$ cat config.mk
export PLATFORM = sky130hd
export DESIGN_NAME = full_adder
export DESIGN_NICKNAME = d
export VERILOG_FILES = /design/src/rtl/full_adder.sv
export SDC_FILE = /design/constraint.sdc
export NUM_CORES = 1
export LEC_CHECK = 0
export CAP_MARGIN = 10
export CORE_AREA = 2 2 39 41
export DETAILED_ROUTE_END_ITERATION = 7
export DIE_AREA = 0 0 41 43
export DONT_BUFFER_PORTS = 1
export GPL_ROUTABILITY_DRIVEN = 0
export GPL_TIMING_DRIVEN = 0
export SYNTH_ARGS = -nofsm -noshare
export SYNTH_HDL_FRONTEND = slang
export SYNTH_SLANG_ARGS = --single-unit
$ cat constraint.sdc
create_clock -name clk -period 1.5 [get_ports clk]
set_input_delay 0.3 -clock clk [delete_from_list [all_inputs] [get_ports clk]]
set_output_delay 0.3 -clock clk [all_outputs]
set_load 0.005 [all_outputs]
$ cat src/rtl/full_adder.sv
// -----------------------------------------------------------------------------
// full_adder
//
// Ripple-carry binary adder leaf cell for the ADDER subsystem. WIDTH defaults
// to a single bit and may be raised to 64. Two views of the same result:
//   * a combinational path (sum, carry_out, overflow) for immediate use;
//   * a registered, valid-qualified copy (sum_q, carry_out_q, overflow_q,
//     out_valid) with one cycle of latency for pipelined datapaths.
//
// Ports
//   clk          rising-edge clock for the registered path
//   rst          synchronous, active-high reset for the registered path
//   a, b         WIDTH-bit unsigned operands
//   c_in         carry into bit 0
//   sum          combinational a + b + c_in modulo 2^WIDTH
//   carry_out    combinational carry out of the MSB
//   overflow     combinational two's-complement overflow
//                (carry into MSB XOR carry out of MSB)
//   in_valid     qualifies a/b/c_in for capture into the registered path
//   sum_q        registered sum
//   carry_out_q  registered carry_out
//   overflow_q   registered overflow
//   out_valid    high for the cycle after an accepted in_valid
// -----------------------------------------------------------------------------
module full_adder #(
  parameter int WIDTH = 1
) (
  input  logic             clk,
  input  logic             rst,
  input  logic [WIDTH-1:0] a,
  input  logic [WIDTH-1:0] b,
  input  logic             c_in,
  output logic [WIDTH-1:0] sum,
  output logic             carry_out,
  output logic             overflow,
  input  logic             in_valid,
  output logic [WIDTH-1:0] sum_q,
  output logic             carry_out_q,
  output logic             overflow_q,
  output logic             out_valid
);

  logic [WIDTH-1:0] sum_s;
  logic             carry_out_s;
  logic             overflow_s;

  logic [WIDTH-1:0] sum_r;
  logic             carry_out_r;
  logic             overflow_r;
  logic             out_valid_r;

  // Ripple carry chain: one full-adder stage per bit, carry vector kept local
  // so the chain does not form a combinational loop on a module-level signal.
  always_comb begin
    logic [WIDTH:0] c_v;
    c_v   = {(WIDTH+1){1'b0}};
    sum_s = {WIDTH{1'b0}};
    c_v[0] = c_in;
    for (int i = 0; i < WIDTH; i++) begin
      sum_s[i]  = a[i] ^ b[i] ^ c_v[i];
      c_v[i+1]  = (a[i] & b[i]) | (c_v[i] & (a[i] ^ b[i]));
    end
    carry_out_s = c_v[WIDTH];
    // For WIDTH = 1 the carry into the MSB is c_in itself, so this single
    // expression also covers the one-bit case.
    overflow_s  = c_v[WIDTH-1] ^ c_v[WIDTH];
  end

  // Combinational outputs are straight copies of the ripple result.
  always_comb begin
    sum       = sum_s;
    carry_out = carry_out_s;
    overflow  = overflow_s;
  end

  // Registered path: reset wins over in_valid; a result whose capture edge
  // coincides with rst is therefore discarded. Without in_valid the data
  // registers hold and only out_valid drops.
  always_ff @(posedge clk) begin
    if (rst) begin
      sum_r       <= {WIDTH{1'b0}};
      carry_out_r <= 1'b0;
      overflow_r  <= 1'b0;
      out_valid_r <= 1'b0;
    end else if (in_valid) begin
      sum_r       <= sum_s;
      carry_out_r <= carry_out_s;
      overflow_r  <= overflow_s;
      out_valid_r <= 1'b1;
    end else begin
      sum_r       <= sum_r;
      carry_out_r <= carry_out_r;
      overflow_r  <= overflow_r;
      out_valid_r <= 1'b0;
    end
  end

  // Registered outputs driven directly from the flops.
  always_comb begin
    sum_q       = sum_r;
    carry_out_q = carry_out_r;
    overflow_q  = overflow_r;
    out_valid   = out_valid_r;
  end

endmodule

==> results of run 1 <==
==> cell type report <==
type / instances / share of cell area [%]
multi-input combinational: 9 / 40.59
tap: 16 / 9.412
inverter: 1 / 1.765
sequential: 4 / 37.65
clock buffer: 3 / 10.59
==> cell families (layout without fill, tap and decap cells) <==
kind of cell	count (synthesis)	after routing	synth area share, %
adder cells (fa/ha/maj)	1	1	12.31
flip-flops	4	4	49.23
AO/OA/AOI/OAI	1	1	7.691
AND/OR/NAND/NOR	4	4	10.77
XOR/XNOR	1	1	5.386
buffers and inverters	1	4	2.305
multiplexers	2	2	12.31
==> power groups by stage <==
stage	registers (mW)	clock network, mW	logic, mW
final	0.121	0.139	0.0302
after global routing	0.122	0.156	0.0349
after CTS	0.121	0.148	0.0275
after detailed placement	0.123	0	0.0273
after global placement	0.123	0	0.0272
after floorplan	0.121	0	0.0242
==> final timing paths <==
kind,end,from,cells after the start,slack [ns]
setup / recovery,overflow,a,3,0.1
hold / removal,overflow_q,rst,1,0.12
hold reg to reg,overflow_q,overflow_q,2,0.52
setup reg to reg,overflow_q,overflow_q,2,0.86
==> per-layer routing <==
| metal | track usage [%] | up-vias |
|---|---|---|
| li1 | - | 53 |
| met1 | 2.875 | 52 |
| met2 | 5.625 | 14 |
| met3 | 9.948 | 0 |
| met4 | 2.000 | 0 |
| met5 | 0 | - |
==> registers in the layout, indices dropped and copies added (netlist names) <==
signal / flops
out_valid: 1
overflow_q: 1
sum_q: 1
carry_out_q: 1
==> cell usage in the layout, fill, tap and decap left out, drive strengths merged <==
master and instances:
a211oi 1, inv 1, dfxtp 4, xnor2 1
nor2 3, fa 1, clkbuf 3, mux2i 2
nor2b 1
==> worst max-delay path: stages <==
cell and delay (ns):
fa_1 0.51, xnor2_2 0.22, inv_1 0.07
==> repair_timing <==
action,in CTS,in global routing
resized for setup,0,1
hold endpoints to repair,0,0
endpoints found under the setup margin,0,1
buffers inserted,0,0
==> metrics by stage <==
step	hold slack [ns]	setup WS, ns	instances	area [um2]	total power, mW
global route	0.1037	0.03501	33	212.7	0.3121
floorplan	0.3646	0.1220	14	162.7	0.1452
global placement	0.3656	0.06857	30	182.7	0.1502
detailed placement	0.3675	0.07353	30	182.7	0.1502
CTS	0.1092	0.07468	33	205.2	0.2967
finish	0.1202	0.09891	33	212.7	0.2903
==> flow_summary.json, run 1 <==
{
  "status": "completed",
  "final-seq-area_um2": 80.08,
  "slew_headroom_pct": 86.03,
  "comb_power_share_pct": 10.4,
  "tightest_slew_ns": 0.2089,
  "routedLengthMet1_um": 123,
  "powerDensity_mw_per_mm2": 1365,
  "io_buffer_count": 0,
  "rsz0062_at_grt": "false",
  "synth-edff-count": 0,
  "critPathKind": "primary input to output port",
  "synth_flop_cell": "dfxtp_1",
  "routed.top_layer": "met3",
  "ys_top_cells_by_count": "dfxtp_1 (4), nor2_1 (3), mux2i_1 (2)",
  "hold_violations": 0,
  "hp-class": "primary input to flip-flop",
  "cts_hold_buf": 0,
  "fp-row-count": 14,
  "fp.dieW_um": 41,
  "cap_violations": 0,
  "yosysMostFrequentCell": "dfxtp_1",
  "pwr-share-seq_pct": 41.5,
  "hpwl_um": 260.2,
  "numCtsBuffers": 3,
  "slew_viol_final": 0,
  "drive_gt1_share_pct": 29.41,
  "synthArstFlopShare_pct": 0,
  "post-route-period-util_pct": 93.41,
  "antenna_found_initial": 0,
  "drc": 0,
  "clock_path_buffers": 2,
  "fmax_mhz": 713.7,
  "switching_share_pct": 23.75,
  "setup_viol": 0,
  "crit_required_ns": 1.20,
  "core_area_mm2": 0.001384,
  "cts-htree-levels": 1,
  "syn_nets": 21,
  "vias_per_cell": 3.606,
  "grt_pass1_vias": 106,
  "first_pass_iters": 4,
  "num-nets-final": 26,
  "setup-tns-final_ns": 0,
  "vias": 119,
  "routed_wl_um": 349,
  "dr_wl_met3_um": 81,
  "cp-start-kind": "primary input",
  "cts_tree": "built",
  "p_int_mw": 0.2213,
  "netlist_top_cells_area": "dfxtp_1 (49%), fa_1 (12%), mux2i_1 (12%)",
  "fin_crit_ns": 1.401,
  "crit_arrival_ns": 1.10,
  "cp-end-kind": "output port",
  "crit_fanout": 3,
  "multi_input_area_um2": 86.33,
  "syn_inst": 14,
  "ys_types": 8,
  "p_leak_nw": 0.08880,
  "vdd_ir_drop_max_v": 0.0003588,
  "num_antenna_cells": 0,
  "path_clk_slew_ns": 0.04,
  "fp.dieArea_mm2": 0.001763,
  "syn_avg_cell_area_um2": 11.62,
  "power_frac_clock_pct": 48.0,
  "synth_largest_area_cell": "dfxtp_1",
  "grt_overflow": 0,
  "ys_ff_latch": 4,
  "nFillCells": 145,
  "synth_top_area_share_pct": 49.23,
  "utilization_pct": 15.37,
  "yosys_warnings": 0,
  "p_sw_mw": 0.06895,
  "io_pins": 13,
  "routedWlPerCell_um": 10.58,
  "skew_ns": 0,
  "die_y_um": 43,
  "area_delta_synth_final_pct": 30.77,
  "yosysSeqAreaShare_pct": 49.23,
  "drt_iter0_drc": 5,
  "drtAntennaViolNets": 0,
  "clock-sinks": 4,
  "synth_area_um2": 162.7,
  "track_usage_pct": 4.910,
  "root_buffer": "clkbuf_4",
  "grt_max_degree": 6,
  "initial_core_util_pct": 11.75,
  "wl_met2_um": 144,
  "clkLatencyLatePin_ns": 0.24,
  "grt_pass1_wl_um": 441
}
No activity file was read; power rests on OpenSTA's default activity.
==> inputs of run 2 (changes only) <==
--- a/config.mk
+++ b/config.mk
@@ -12,6 +12,7 @@
 export DONT_BUFFER_PORTS = 1
 export GPL_ROUTABILITY_DRIVEN = 0
 export GPL_TIMING_DRIVEN = 0
+export SLEW_MARGIN = 10
 export SYNTH_ARGS = -nofsm -noshare
 export SYNTH_HDL_FRONTEND = slang
 export SYNTH_SLANG_ARGS = --single-unit
==> constraint.sdc (replaced) <==
create_clock -name clk -period 1.63 [get_ports clk]
set_input_delay 0.326 -clock clk [delete_from_list [all_inputs] [get_ports clk]]
set_output_delay 0.326 -clock clk [all_outputs]
set_load 0.005 [all_outputs]
==> run 2 against run 1 <==
Register-to-register slack better by 0.13 ns. First-iteration DRC count decreased by 20%. Global-route usage stayed put. Highest routed layer unchanged. Critical endpoint unchanged. Non-clock buffer count did not move. Clock skew unchanged.
==> flow_summary.json, run 2 (synthesis results as in run 1) <==
{
  "core_area_mm2": 0.001384,
  "cts_hold_buf": 0,
  "drtAntennaViolNets": 0,
  "fmax_mhz": 675.3,
  "crit_slowest_cell": "fa_1",
  "gr-usage-met2_pct": 5.625,
  "cp-end-kind": "output port",
  "p_leak_nw": 0.08315,
  "clock_path_buffers": 2,
  "grt-busiest-layer": "met3",
  "initial_core_util_pct": 11.75,
  "grt_pass1_wl_um": 441,
  "post-cts-setup-buffers": 0,
  "num-nets-final": 26,
  "final_common_cell": "dfxtp_1",
  "path_cells": "fa_1 > xnor2_1 > inv_1",
  "fin_crit_ns": 1.481,
  "drt_iter0_drc": 4,
  "ctsResizeCount": 0,
  "status": "completed",
  "io_pins": 13,
  "clock-sinks": 4,
  "slew_viol_final": 0,
  "setup_viol": 0,
  "io_buffer_count": 0,
  "setup-tns-final_ns": 0,
  "post-route-period-util_pct": 90.85,
  "design_area_um2": 205.2,
  "use_met1_pct": 2.875,
  "routedWlPerCell_um": 10.64,
  "crit_arrival_ns": 1.15,
  "num_antenna_cells": 0,
  "path_clk_slew_ns": 0.04,
  "grt_max_degree": 6,
  "numCtsBuffers": 3,
  "crit_required_ns": 1.30,
  "slew_headroom_pct": 85.36,
  "fin_ws_ns": 0.1491,
  "grt_pass1_vias": 106,
  "rsz0062_at_grt": "false",
  "hp-class": "primary input to flip-flop",
  "antenna_found_initial": 0,
  "routed_wl_um": 351,
  "cp.buffers_inverters": 1,
  "max_stage_delay_ns": 0.49,
  "cts-htree-levels": 1,
  "hold_violations": 0,
  "root_buffer": "clkbuf_4",
  "vdd_ir_drop_max_v": 0.0003294,
  "area_delta_synth_final_pct": 26.15,
  "track_usage_pct": 4.910,
  "dp_slack_ns": 0.1515,
  "grt_util_met3_pct": 9.948,
  "fp.dieW_um": 41,
  "place_area_um2": 182.7,
  "fp-row-count": 14,
  "cap_violations": 0,
  "critPathKind": "primary input to output port",
  "vias_per_cell": 3.606,
  "die_y_um": 43,
  "clkLatencyLatePin_ns": 0.24,
  "p_total_mw": 0.2645,
  "hpwl_um": 260.2,
  "skew_ns": 0,
  "crit_fanout": 3,
  "cp-start-kind": "primary input",
  "vias": 119,
  "first_pass_iters": 4,
  "drive_gt1_share_pct": 23.53,
  "layout_common_cells": "dfxtp_1 (4), nor2_1 (3), clkbuf_4 (3)",
  "powerDensity_mw_per_mm2": 1289,
  "nFillCells": 147,
  "fp.dieArea_mm2": 0.001763,
  "grt_overflow": 0,
  "cts_tree": "built",
  "drc": 0,
  "critPathTopFamily": "adder cells",
  "tightest_slew_ns": 0.2180
}
[run 2: changes by cell type in the layout (fill, tap and decap cells not counted)]
cell / before / now
xnor2_1: 0 / 1
xnor2_2: 1 / 0
[run 2: where the power goes]
part | switching (mW) | internal, mW | leakage [nW]
Combinational | 0.0122 | 0.0130 | 0.0362
Sequential | 0.00507 | 0.106 | 0.0332
Clock | 0.0456 | 0.0827 | 0.0138
[run 2: through the flow]
stage          std cells  util [%]  hold WS (ns)
2_1_floorplan         14         -        0.3906
3_3_place_gp          30     13.20        0.3916
3_5_place_dp          30     13.20        0.3935
4_1_cts               33     14.83        0.1352
5_1_grt               33     14.83        0.1297
6_report              33     14.83        0.1462
[run 2: layout make-up]
cell class / instances / area, um2 / share of cell area (%)
clock buffers: 3 / 22.52 / 10.98
flip-flops and latches: 4 / 80.08 / 39.02
inverters: 1 / 3.754 / 1.829
well taps: 16 / 20.02 / 9.756
multi-input cells: 9 / 78.83 / 38.41
[run 2: layer usage]
| layer | part of all wire, % | vias up |
|---|---|---|
| li1 | - | 53 |
| met1 | 35 | 52 |
| met2 | 41 | 14 |
| met3 | 23 | 0 |
| met4 | 0 | 0 |
| met5 | 0 | - |
[run 2: worst paths after layout]
kind | slack (ns) | start | endpoint | depth (start not counted)
worst max-delay path | 0.15 | a | overflow | 3
worst min-delay path | 0.15 | rst | overflow_q | 1
worst max register to register | 0.99 | overflow_q | overflow_q | 2
worst min register to register | 0.52 | overflow_q | overflow_q | 2
